**src/rtl/ps2_rx_if.sv**
```systemverilog
// Receive-side result bundle of the PS/2 receiver: decoded byte, one-cycle good/bad strobes, frame-in-progress flag.
// No flow control: strobes are single-cycle and the consumer must take them as they come.
interface ps2_rx_if;
   logic [7:0] rx_data;
   logic       rx_valid;
   logic       rx_error;
   logic       busy;

   modport master (
      output rx_data,
      output rx_valid,
      output rx_error,
      output busy
   );

   modport slave (
      input rx_data,
      input rx_valid,
      input rx_error,
      input busy
   );
endinterface

```
**src/rtl/ps2_rx.sv**
```systemverilog
// PS/2 device-to-host receiver: sync + deglitch clock, deserialize 11-bit frames, check parity/stop, time out stalls.
// Raw clock fall to internal edge is 2 + FILTER_LEN + 1 cycles; strobes one cycle after the stop-bit edge; no backpressure.
module ps2_rx #(
   parameter int FILTER_LEN     = 8,
   parameter int TIMEOUT_CYCLES = 7425
) (
   input  logic     clk,
   input  logic     rst,
   input  logic     ps2_clk_in,
   input  logic     ps2_data_in,
   ps2_rx_if.master rx
);
   localparam int FW = $clog2(FILTER_LEN + 1);
   localparam int TW = $clog2(TIMEOUT_CYCLES + 1);

   typedef enum logic [1:0] {IDLE, DATA, PARITY, STOP} state_t;

   logic          clk_s1, clk_s2, dat_s1, dat_s2;
   logic          clk_filt, clk_filt_q;
   logic [FW-1:0] filt_cnt;
   logic          fall;

   state_t        state, state_nxt;
   logic [2:0]    bit_cnt, bit_cnt_nxt;
   logic [7:0]    shreg, shreg_nxt;
   logic          par, par_nxt;
   logic [TW-1:0] to_cnt, to_cnt_nxt;
   logic [7:0]    data_q, data_nxt;
   logic          valid_q, valid_nxt;
   logic          error_q, error_nxt;
   logic          good;

   always_ff @(posedge clk or negedge rst) begin
      if (!rst) begin
         clk_s1     <= 1'b1;
         clk_s2     <= 1'b1;
         dat_s1     <= 1'b1;
         dat_s2     <= 1'b1;
         clk_filt   <= 1'b1;
         clk_filt_q <= 1'b1;
         filt_cnt   <= '0;
      end else begin
         clk_s1     <= ps2_clk_in;
         clk_s2     <= clk_s1;
         dat_s1     <= ps2_data_in;
         dat_s2     <= dat_s1;
         clk_filt_q <= clk_filt;
         // The level flips on the FILTER_LEN-th consecutive disagreeing sample
         if (clk_s2 == clk_filt) begin
            filt_cnt <= '0;
         end else if (filt_cnt == FW'(FILTER_LEN - 1)) begin
            clk_filt <= clk_s2;
            filt_cnt <= '0;
         end else begin
            filt_cnt <= filt_cnt + 1'b1;
         end
      end
   end

   assign fall = clk_filt_q & ~clk_filt;

   always_ff @(posedge clk or negedge rst) begin
      if (!rst) begin
         state   <= IDLE;
         bit_cnt <= '0;
         shreg   <= '0;
         par     <= 1'b0;
         to_cnt  <= '0;
         data_q  <= '0;
         valid_q <= 1'b0;
         error_q <= 1'b0;
      end else begin
         state   <= state_nxt;
         bit_cnt <= bit_cnt_nxt;
         shreg   <= shreg_nxt;
         par     <= par_nxt;
         to_cnt  <= to_cnt_nxt;
         data_q  <= data_nxt;
         valid_q <= valid_nxt;
         error_q <= error_nxt;
      end
   end

   always_comb begin
      state_nxt   = state;
      bit_cnt_nxt = bit_cnt;
      shreg_nxt   = shreg;
      par_nxt     = par;
      to_cnt_nxt  = to_cnt;
      data_nxt    = data_q;
      valid_nxt   = 1'b0;
      error_nxt   = 1'b0;
      good        = dat_s2 & (^{shreg, par});

      if (state == IDLE || fall) begin
         to_cnt_nxt = '0;
      end else if (to_cnt != TW'(TIMEOUT_CYCLES)) begin
         to_cnt_nxt = to_cnt + 1'b1;
      end

      // An edge in the same cycle as the timeout keeps the frame alive
      if (fall) begin
         case (state)
            IDLE: begin
               if (!dat_s2) begin
                  state_nxt   = DATA;
                  bit_cnt_nxt = '0;
               end
            end
            DATA: begin
               shreg_nxt[bit_cnt] = dat_s2;
               bit_cnt_nxt        = bit_cnt + 3'd1;
               if (bit_cnt == 3'd7) state_nxt = PARITY;
            end
            PARITY: begin
               par_nxt   = dat_s2;
               state_nxt = STOP;
            end
            STOP: begin
               state_nxt = IDLE;
               if (good) begin
                  data_nxt  = shreg;
                  valid_nxt = 1'b1;
               end else begin
                  error_nxt = 1'b1;
               end
            end
            default: state_nxt = IDLE;
         endcase
      end else if (state != IDLE && to_cnt_nxt == TW'(TIMEOUT_CYCLES)) begin
         state_nxt = IDLE;
         error_nxt = 1'b1;
      end
   end

   assign rx.rx_data  = data_q;
   assign rx.rx_valid = valid_q;
   assign rx.rx_error = error_q;
   assign rx.busy     = (state != IDLE);
endmodule

```
**src/flat_wrapper.sv**
```systemverilog
// flat-port wrapper written by rule: the top's interface ports become plain ports
module ps2_rx_flat 
#(
   parameter int FILTER_LEN     = 8,
   parameter int TIMEOUT_CYCLES = 7425
)
  (clk, rst, ps2_clk_in, ps2_data_in, rx_rx_data, rx_rx_valid, rx_rx_error, rx_busy);
  ps2_rx_if rx_i ();
  input  logic clk;
  input  logic rst;
  input  logic ps2_clk_in;
  input  logic ps2_data_in;
  output wire logic [$bits(rx_i.rx_data)-1:0] rx_rx_data;
  output wire logic [$bits(rx_i.rx_valid)-1:0] rx_rx_valid;
  output wire logic [$bits(rx_i.rx_error)-1:0] rx_rx_error;
  output wire logic [$bits(rx_i.busy)-1:0] rx_busy;
  assign rx_rx_data = rx_i.rx_data;
  assign rx_rx_valid = rx_i.rx_valid;
  assign rx_rx_error = rx_i.rx_error;
  assign rx_busy = rx_i.busy;
  ps2_rx #(.FILTER_LEN(FILTER_LEN), .TIMEOUT_CYCLES(TIMEOUT_CYCLES)) u_core (.clk(clk), .rst(rst), .ps2_clk_in(ps2_clk_in), .ps2_data_in(ps2_data_in), .rx(rx_i));
endmodule
```
**config.mk**
```make
export PLATFORM = sky130hd
export DESIGN_NAME = ps2_rx_flat
export DESIGN_NICKNAME = d
export VERILOG_FILES = /design/src/rtl/ps2_rx_if.sv /design/src/rtl/ps2_rx.sv /design/src/flat_wrapper.sv
export SDC_FILE = /design/constraint.sdc
export NUM_CORES = 1
export LEC_CHECK = 0
export ABC_AREA = 1
export BUFFER_PORTS_ARGS = -buffer_cell sky130_fd_sc_hd__buf_2
export CORE_MARGIN = 2
export CORE_UTILIZATION = 30
export CTS_BUF_LIST = sky130_fd_sc_hd__clkbuf_8 sky130_fd_sc_hd__clkbuf_16
export DETAILED_ROUTE_END_ITERATION = 8
export HOLD_SLACK_MARGIN = 0.02
export SKIP_LAST_GASP = 1
export SLEW_MARGIN = 10
export SYNTH_ARGS = -nofsm -noshare
export SYNTH_HDL_FRONTEND = slang
export SYNTH_SLANG_ARGS = --single-unit
```
**constraint.sdc**
```tcl
create_clock -name clk -period 4.08 [get_ports clk]
set_input_delay 0.816 -clock clk [delete_from_list [all_inputs] [get_ports clk]]
set_output_delay 0.816 -clock clk [all_outputs]
set_load 0.02 [all_outputs]
```
==> impl_results.md <==
- Hpwl dp: 3390 um
- Simple-gate share of the synthesized area: 27.2%
- Mux cell area share after synthesis: 0.454%
- Critical Path RT: 3.26 ns
- Placer Congestion: 0.825
- Clock root buffer: clkbuf_8
- Area contributors post-synth: dfrtp_1 41%, nand2_1 9.5%, dfstp_2 6.4%
- Worst-margin pin slew: 1.03 ns
- Synthesized area: 0.00248 sq mm
- Pre-CTS setup slack: 2.14 ns
- CTS tree: yes
- Final Skew: 0.00859 ns
- Worst-path maximum fanout: 4
- Final Max Tran Viols: 0
- Fin. Hold Viols: 0
- Largest delay share family, worst path: flip-flops
- #FFs+latches synth: 47
- Share of layout cells above drive strength 1: 17.5%
- Pin count of the biggest net entering global routing: 48
- Xor/xnor share of the synthesized area: 5.91%
- Cells after Synth: 295
- Clock sinks: 47
- Most used cell, CP: inv_1
- Drt initial violations: 74
- CP endpoint kind: output pin
- Fmax achieved: 453 MHz
- Synth Warn #: 0
- Vias in the first global route: 1767
- Setup TNS: 0 ns
- Compound-cell area share of the yosys netlist: 5.75%
- Max VDD drop: 241 uV
- Die X: 94.9 um
- Die Ht: 94.9 um
- Vias per inst: 4.44
- Setup Fix Bufs, Post-CTS: 0
- FP Rows: 33
- Post-synth top area share: 41.4%
- Die ar.: 0.00901 sq mm
- Initial Utilization: 30.6%
- Area leader, netlist: dfrtp_1
- Final ANT Viol Nets: 0
- Area grow syn2layout: 13.0%
- Worst EP arrival: 1.39 ns
- Sequential share of the synthesized area: 47.8%
- Clk_lat worst skew: 0.30 ns
- Bufs and invs on worst path: 3
- Worst hold path class: flop to flop
- Avg WL per Cell: 11.0 um
- Overall Global Routing Usage: 11.3%
- Core Area: 0.00809 sq mm
- Crit Path Class: flop to output pin
- Buffer levels on the longest clock path: 2
- Hold-fix buffers, CTS: 0
- Max_cap viols: 0
- Avg Synthesized Cell Area: 8.40 sq um
- Critical Path, Cell by Cell: inv_1 > ha_1 > inv_1 > buf_2
- Worst setup margin: 1.87 ns
- Ports: 15
- Leak Pwr: 1.38 nW
- Grt total ovfl: 0
- CP max stage delay: 0.43 ns
- Final #Nets: 328
- # port buffers: 14
- Power per standard cell area: 405 mW/mm^2
- Post-synthesis adder-cell area fraction: 5.05%
- # diodes: 0
- Startpoint class of the critical path: flop
- Slowest-stage cell, CP: dfrtp_1
- Crit share post-route: 54.1%
- Setup Viol. Count Final: 0
- Drt total wl: 4610 um
- Syn Nets: 309
- Largest family of logic cells by synthesized area: simple AND/OR/NAND/NOR gates
- Yosys cell types: 29
- Unrepaired setup endpoints after global routing: no
- First-pass GRT wire length: 8160 um
- Most frequent cells in the layout: 63 x nand2_1, 41 x dfrtp_1, 40 x inv_1
- CTS H-Tree Depth: 2
- Status: completed
- Number of antenna violations at the first check in global routing: 0
- Post-CTS Resized: 0
- Clock buffer count from CTS: 5
- Headroom to the max-slew limit: 31.4%
- Tmin final: 2.21 ns
- Drt pass-1 iters: 4
- Residual DRC: 0
- Total number of vias: 1864
- Commonest non-fill, non-tap cell in the layout: nand2_1
- Clk pin slew, worst setup/hold paths: 0.10 ns
sequential cells by signal, summed over array words and instances, names as in the netlist:
register / count
u_core.to_cnt: 13
u_core.rx.rx_data: 8
u_core.shreg: 8
u_core.filt_cnt: 4
u_core.bit_cnt: 3
u_core.state: 2
u_core.clk_filt: 1
u_core.clk_filt_q: 1
u_core.clk_s1: 1
u_core.clk_s2: 1
u_core.dat_s1: 1
u_core.dat_s2: 1
u_core.par: 1
u_core.rx.rx_error: 1
u_core.rx.rx_valid: 1
cells in the mapped netlist (all sizes together):
cell    number
nand2       67
dfrtp       41
inv         47
a31oi        2
xor2         8
buf          2
o21ai       12
nand3b       1
xnor2        7
ha          10
o211ai       2
nor2        42
nor3         5
nand4        4
dfstp        6
a21oi        8
nand3       30
mux2         1
report_power, final:
group	internal [mW]	leakage, nW	switching [mW]
combinational	0.0632	0.674	0.122
sequential	0.505	0.633	0.0276
clock	0.249	0.0703	0.169
total	0.817	1.38	0.319
cell families (layout without fill, tap and decap cells):
logic type      Yosys count  in the layout
simple gates            149            149
buf+inv                  49             69
flops                    47             47
compound gates           24             24
xor+xnor                 15             15
fa+ha+maj                10             10
mux                       1              1
layer usage:
metal / vias to the layer above / part of all wire [%] / GRT usage [%]
li1: 968 / - / -
met1: 869 / 52 / 16.4
met2: 22 / 43 / 17.0
met3: 5 / 3.7 / 2.71
met4: 0 / 1.3 / 2.90
met5: - / 0 / 0
final cells by class:
class | count | area, sq um
Clock inverter | 3 | 71.3
Inverter | 47 | 176
Clock buffer | 5 | 68.8
Multi-Input combinational cell | 199 | 1100
Fill cell | 875 | 5290
Timing Repair Buffer | 14 | 70.1
Tap cell | 105 | 131
Sequential cell | 47 | 1180
final timing paths:
path                                 startpoint              endpoint  slack (ns)  cells after the start
worst max-delay path            u_core.state[0]               rx_busy        1.87                      4
worst min-delay path              u_core.clk_s1         u_core.clk_s2        0.36                      0
worst max register to register  u_core.state[0]       u_core.state[0]        2.10                     11
worst min register to register    u_core.clk_s1         u_core.clk_s2        0.36                      0
max in group asynchronous                   rst    u_core.filt_cnt[2]        2.76                      1
min in group asynchronous                   rst  u_core.rx.rx_data[6]        0.69                      1
stage by stage:
stage	instances	power (mW)	hold WS [ns]	utilization, %	cell area, sq um
floorplan	295	0.677	0.345	-	2480
finish	420	1.14	0.359	34.6	2800
global route	420	1.20	0.364	34.6	2800
detailed placement	412	0.728	0.347	32.9	2660
CTS	420	1.15	0.361	34.6	2800
global placement	412	0.724	0.348	32.9	2660
No activity file was read; power rests on OpenSTA's default activity.
